**src/rtl/retire_map_pkg.sv**
```systemverilog
// Shared rename constants and index types used by the retirement map,
// the free list and the speculative rename map.
package retire_map_pkg;

  localparam int ARCH_REGS = 32;
  localparam int PREG_W    = 6;
  localparam int NUM_PREGS = 64;
  localparam int AREG_W    = 5;

  typedef logic [AREG_W-1:0] areg_t;
  typedef logic [PREG_W-1:0] preg_t;

endpackage

```
**src/rtl/retire_map_free_fifo.sv**
```systemverilog
// Dual-push, single-pop circular buffer holding physical registers on their
// way back to the free list; drains one entry every cycle it is non-empty.
module free_return_fifo
  import retire_map_pkg::*;
#(
  parameter int W     = 6,
  parameter int DEPTH = 4,
  localparam int PTR_W = $clog2(DEPTH),
  localparam int CNT_W = PTR_W + 1
) (
  input  logic             clk,
  input  logic             reset,
  input  logic             clear,
  input  logic             push_a,
  input  logic [W-1:0]     data_a,
  input  logic             push_b,
  input  logic [W-1:0]     data_b,
  output logic [CNT_W-1:0] count,
  output logic             valid,
  output logic [W-1:0]     head_data
);

  logic [W-1:0]     mem_r [DEPTH];
  logic [PTR_W-1:0] head_r;
  logic [PTR_W-1:0] tail_r;
  logic [CNT_W-1:0] count_r;
  logic [1:0]       n_push_s;
  logic [W-1:0]     first_s;
  logic             pop_s;

  // Compact the two push requests so a lone slot-b push lands at the tail
  always_comb begin
    pop_s = (count_r != CNT_W'(0));
    if (push_a && push_b) begin
      n_push_s = 2'd2;
      first_s  = data_a;
    end else if (push_a) begin
      n_push_s = 2'd1;
      first_s  = data_a;
    end else if (push_b) begin
      n_push_s = 2'd1;
      first_s  = data_b;
    end else begin
      n_push_s = 2'd0;
      first_s  = data_a;
    end
  end

  // Storage, pointers and occupancy; clear empties the buffer without touching data
  always_ff @(posedge clk or negedge reset) begin
    if (!reset) begin
      for (int i = 0; i < DEPTH; i++) mem_r[i] <= W'(0);
      head_r  <= PTR_W'(0);
      tail_r  <= PTR_W'(0);
      count_r <= CNT_W'(0);
    end else if (clear) begin
      head_r  <= PTR_W'(0);
      tail_r  <= PTR_W'(0);
      count_r <= CNT_W'(0);
    end else begin
      if (n_push_s != 2'd0) mem_r[tail_r] <= first_s;
      if (n_push_s == 2'd2) mem_r[tail_r + PTR_W'(1)] <= data_b;
      tail_r  <= tail_r + PTR_W'(n_push_s);
      head_r  <= head_r + PTR_W'(pop_s);
      count_r <= count_r + CNT_W'(n_push_s) - CNT_W'(pop_s);
    end
  end

  // Head presentation decoded straight from registered state
  always_comb begin
    count = count_r;
    valid = pop_s;
    if (pop_s) begin
      head_data = mem_r[head_r];
    end else begin
      head_data = W'(0);
    end
  end

endmodule

```
**src/rtl/retire_map.sv**
```systemverilog
// Retirement register alias table: holds the committed arch-to-phys mapping
// and returns each overwritten physical register to the free list.
module retire_map
  import retire_map_pkg::*;
#(
  parameter int ARCH_REGS  = 32,
  parameter int PREG_W     = 6,
  parameter int FREE_DEPTH = 4
) (
  input  logic                             clk,
  input  logic                             reset,
  input  logic                             flush,
  input  logic                             commit0_valid,
  input  logic                             commit0_wr,
  input  areg_t                            commit0_areg,
  input  logic [PREG_W-1:0]                commit0_preg,
  input  logic                             commit1_valid,
  input  logic                             commit1_wr,
  input  areg_t                            commit1_areg,
  input  logic [PREG_W-1:0]                commit1_preg,
  output logic                             commit_ready,
  output logic                             free_enque,
  output logic [PREG_W-1:0]                free_data,
  output logic [ARCH_REGS-1:0][PREG_W-1:0] r_mapping,
  output logic [31:0]                      retired_count
);

  localparam int CNT_W = $clog2(FREE_DEPTH) + 1;

  logic [ARCH_REGS-1:0][PREG_W-1:0] map_r;
  logic [31:0]                      retired_r;
  logic [CNT_W-1:0]                 count_s;
  logic                             acc0_s;
  logic                             acc1_s;
  logic                             wr0_s;
  logic                             wr1_s;
  logic [PREG_W-1:0]                old0_s;
  logic [PREG_W-1:0]                old1_s;

  // Acceptance, effective writes and old-register lookup; slot 1 sees slot 0's
  // new mapping when both retire to the same architectural register
  always_comb begin
    commit_ready = (count_s <= CNT_W'(FREE_DEPTH - 2));
    acc0_s       = commit0_valid && commit_ready && !flush;
    acc1_s       = acc0_s && commit1_valid;
    wr0_s        = acc0_s && commit0_wr && (commit0_areg != 5'd0);
    wr1_s        = acc1_s && commit1_wr && (commit1_areg != 5'd0);
    old0_s       = map_r[commit0_areg];
    if (wr0_s && (commit0_areg == commit1_areg)) begin
      old1_s = commit0_preg;
    end else begin
      old1_s = map_r[commit1_areg];
    end
  end

  // Committed mapping; the later slot's write takes effect last
  always_ff @(posedge clk or negedge reset) begin
    if (!reset) begin
      for (int i = 0; i < ARCH_REGS; i++) map_r[i] <= PREG_W'(i);
    end else begin
      if (wr0_s) map_r[commit0_areg] <= commit0_preg;
      if (wr1_s) map_r[commit1_areg] <= commit1_preg;
    end
  end

  // Count of accepted slots, including ones without a destination
  always_ff @(posedge clk or negedge reset) begin
    if (!reset) begin
      retired_r <= 32'd0;
    end else begin
      retired_r <= retired_r + 32'(acc0_s) + 32'(acc1_s);
    end
  end

  free_return_fifo #(
    .W     (PREG_W),
    .DEPTH (FREE_DEPTH)
  ) u_free_fifo (
    .clk       (clk),
    .reset     (reset),
    .clear     (flush),
    .push_a    (wr0_s),
    .data_a    (old0_s),
    .push_b    (wr1_s),
    .data_b    (old1_s),
    .count     (count_s),
    .valid     (free_enque),
    .head_data (free_data)
  );

  assign r_mapping     = map_r;
  assign retired_count = retired_r;

endmodule
```
**config.mk**
```make
export PLATFORM = sky130hd
export DESIGN_NAME = retire_map
export DESIGN_NICKNAME = d
export VERILOG_FILES = /design/src/rtl/retire_map_pkg.sv /design/src/rtl/retire_map_free_fifo.sv /design/src/rtl/retire_map.sv
export SDC_FILE = /design/constraint.sdc
export NUM_CORES = 1
export LEC_CHECK = 0
export CAP_MARGIN = 5
export CORE_ASPECT_RATIO = 1.75
export CORE_UTILIZATION = 35
export DETAILED_ROUTE_END_ITERATION = 7
export DONT_BUFFER_PORTS = 1
export PLACE_DENSITY = 0.48
export SETUP_SLACK_MARGIN = 0.02
export SYNTH_ARGS = -nofsm -noshare
export SYNTH_HDL_FRONTEND = slang
export SYNTH_HIERARCHICAL = 1
export SYNTH_SLANG_ARGS = --single-unit
```
**constraint.sdc**
```tcl
create_clock -name clk -period 3.8 [get_ports clk]
set_input_delay 0 -clock clk [delete_from_list [all_inputs] [get_ports clk]]
set_output_delay 0 -clock clk [all_outputs]
set_load 0.05 [all_outputs]
```
==> results.txt <==
Outcome -> finished, violations left
Violated checks -> hold timing
Fin crit share -> 0.9455
Port Buffers -> 0
Final setup fails -> 0
Fmax -> 0.2783 GHz
Clock Sinks -> 255
Syn_nets -> 1551
Clock Path Buffers -> 3
Total GRT Usage -> 0.2951
Initial Utilization -> 0.3538
Net Sw Frac -> 0.4410
Worst-path fanout max -> 12
Die Span Y -> 284.5 microns
Post-synthesis sequential area ratio -> 0.4061
Critical Path RT -> 4300 ps
Tmin final -> 3593 ps
Endpoints failing hold -> 255
Setup TNS -> 0 ps
Drt first pass iters -> 5
Net Switching -> 4.496 mW
Ys async rst share -> 1.000
CP arrival -> 4090 ps
Logic gate share of total power -> 0.219
HPWL after DPL -> 46770 microns
Cell-internal power -> 5.699 mW
CTS tree -> done
Vias/cell -> 6.072
Mapped Cells -> 1511
Number of DRC markers in iteration 0 -> 1055
Reg-to-reg startpoint -> u_free_fifo/count[1]$_DFF_PN0_
Fillers -> 4439
Crit start category -> flip-flop
Reg power frac -> 0.531
Core area -> 45110 sq um
Final WL -> 68070 microns
Power per cell area -> 569.7 nW/um^2
FF-to-FF setup slack -> 210 ps
Largest net degree at the start of global routing -> 256
Critical path type -> reg -> reg
Vias in the first global route -> 12.71k
Post-DRT Antenna Nets -> 0
I/O pin cnt -> 261
Width of the die -> 163.4 microns
Cell Area, Synth -> 15960 sq um
H-tree lvl count -> 1
Routed len/inst -> 32.44 microns
Worst skew pair latency -> 560 ps
Vias -> 12.74k
Critical R2R Capture -> r_mapping[13]$_DFF_PN1_
Worst Tran Pin Value -> 1109 ps
Post-synth EDFFs -> 0
Cts hold-fix bufs -> 73
Reg2Reg Depth -> 10
Nets -> 1537
Rows -> 103
Die footprint -> 46490 sq um
Top_reg_cell synth -> dfrtp_1
Clock share of power -> 0.250
RSZ-0062 raised after global routing -> no
Critical Path End Type -> flip-flop
Avg Inst Size Synth -> 10.56 sq um
Seq. cell area -> 6481 sq um
CTS Root Cell -> clkbuf_16
Min-delay worst type -> in -> async
Grt ovf -> 0
Leak -> 7.151 nW
Layout cell share with drive strength beyond 1 -> 0.1859
Worst VDD drop -> 0.3891 mV
Drc violations -> 0
Syn-to-layout area delta -> 12.13%
Slew Limit Fails -> 0
Synth unique cells -> 72
Skew final -> 9.938 ps
GPL Wtd Cong -> 0.9595
Area of the multi-input gates -> 8717 sq um
Relative slew slack -> 0.2553
Pre-CTS setup slack -> 630.5 ps
Synth warn -> 6
Max-cap violations -> 0
Post-CTS setup buffers -> 0
Final worst slack -> 207.2 ps
Hold slack final -> -858.6 ps
Global-route wire length before repair -> 97580 microns
TritonCTS buffer count -> 27
Clk pin slew, worst setup/hold paths -> 60 ps
Seq cells post-synth -> 255
Initial antenna violation count -> 2
-- through the flow --
stage          instances  utilization  hold slack [ps]  cell area (sq um)  power [mW]
2_1_floorplan       1511            -           -295.6              15960       6.720
3_3_place_gp        1972       0.3597           -275.7              16220       7.373
3_5_place_dp        1972       0.3597           -275.2              16220       7.420
4_1_cts             2094       0.3965           -873.7              17880       10.23
5_1_grt             2098       0.3967           -871.9              17890       10.53
6_report            2098       0.3967           -858.6              17890       10.19
-- power by group through the flow --
stage | registers, mW | clock network [mW] | logic [mW]
3_3_place_gp | 5.44 | 0 | 1.93
3_5_place_dp | 5.46 | 0 | 1.96
6_report | 5.41 | 2.55 | 2.23
2_1_floorplan | 5.09 | 0 | 1.63
5_1_grt | 5.48 | 2.69 | 2.36
4_1_cts | 5.41 | 2.61 | 2.21
-- layer usage --
metal	global-route usage	part of all wire
met1	0.3111	0.33
met2	0.5154	0.52
met5	0	0
met4	0.1857	0.069
met3	0.07486	0.087
-- cells in the final DEF, fill, tap and decap left out, drive strengths merged, types with 14 or more instances in the layout --
master / Yosys / final
mux4: 90 / 90
a22oi: 31 / 31
xor2: 14 / 14
a221oi: 26 / 26
nand2: 101 / 101
nor3: 40 / 40
inv: 41 / 41
clkbuf: 65 / 48
dfrtp: 175 / 175
buf: 71 / 33
dfstp: 80 / 80
dlygate4sd3: 0 / 60
a21oi: 123 / 123
nand3: 40 / 40
xnor2: 26 / 26
mux2i: 209 / 209
nor2: 169 / 169
nand4: 18 / 18
o21ai: 69 / 69
nor2b: 21 / 21
-- worst max path at each step --
stage,start,to,depth (start not counted)
after floorplan,u_free_fifo/count[1]$_DFF_PN0_,u_free_fifo/count[2]$_DFF_PN0_,15
after global placement,u_free_fifo/count[1]$_DFF_PN0_,retired_count[28]$_DFF_PN0_,11
after detailed placement,u_free_fifo/count[1]$_DFF_PN0_,retired_count[26]$_DFF_PN0_,11
after CTS,u_free_fifo/count[1]$_DFF_PN0_,r_mapping[163]$_DFF_PN1_,9
after global routing,u_free_fifo/count[1]$_DFF_PN0_,r_mapping[13]$_DFF_PN1_,10
final,u_free_fifo/count[1]$_DFF_PN0_,r_mapping[13]$_DFF_PN1_,10
-- timing repair --
action / in CTS / in global routing
setup endpoints to repair: 0 / 4
endpoints found under the hold margin: 475 / 255
gates resized for setup: 0 / 1
-- cells in the mapped netlist (6+ instances only) --
library cell / instances / area (sq um)
and3_1: 10 / 62.56
clkbuf_1: 64 / 240.2
xor2_1: 14 / 122.6
mux2i_1: 209 / 2092
a22oi_1: 31 / 232.7
nor2_1: 149 / 559.3
o21ai_0: 47 / 235.2
mux4_2: 77 / 1734
dfrtp_1: 175 / 4379
nand3b_1: 6 / 45.04
buf_1: 14 / 52.55
nand2_1: 98 / 367.9
nand4_1: 15 / 93.84
a21oi_1: 123 / 615.6
nand3_1: 40 / 200.2
dfstp_2: 80 / 2102
nor2_2: 15 / 93.84
buf_2: 47 / 235.2
nor2b_1: 21 / 131.4
inv_1: 40 / 150.1
nor3_1: 36 / 180.2
xnor2_1: 26 / 227.7
ha_1: 9 / 112.6
a221oi_1: 26 / 227.7
o21ai_1: 20 / 100.1
mux4_1: 13 / 341.6
mux2_2: 10 / 112.6
-- area by class of cell --
type,count,area share
Clock inverter,1,0.0002797
Tap cell,577,0.04034
Inverter,41,0.008600
Antenna cell,4,0.0005594
Clock buffer,48,0.04440
Sequential cell,255,0.3622
Multi-Input combinational cell,1079,0.4871
Timing Repair Buffer,93,0.05650
-- worst max-delay path, stage by stage (launching register included) --
cell	delay, ps
dfrtp_1	400
a21o_1	230
inv_2	80
nand4_2	90
buf_4	200
nor4_2	350
dlygate4sd3_1	890
nand2_1	90
dlygate4sd3_1	550
o21ai_0	70
dlygate4sd3_1	580
-- registers in the layout, summed over array words and instances (netlist names) --
register	flops
r_mapping	192
retired_count	32
u_free_fifo/mem_r	24
u_free_fifo/count	3
u_free_fifo/head_r	2
u_free_fifo/tail_r	2
-- cell families after synthesis --
group                    Yosys count  synth area share
multiplexers                     309            0.2682
buffers and inverters            177           0.04892
adder cells (fa/ha/maj)           11          0.009565
flip-flops                       255            0.4061
AO/OA/AOI/OAI                    275            0.1033
AND/OR/NAND/NOR                  444            0.1420
XOR/XNOR                          40           0.02195
(Power assumes the default switching activity.)
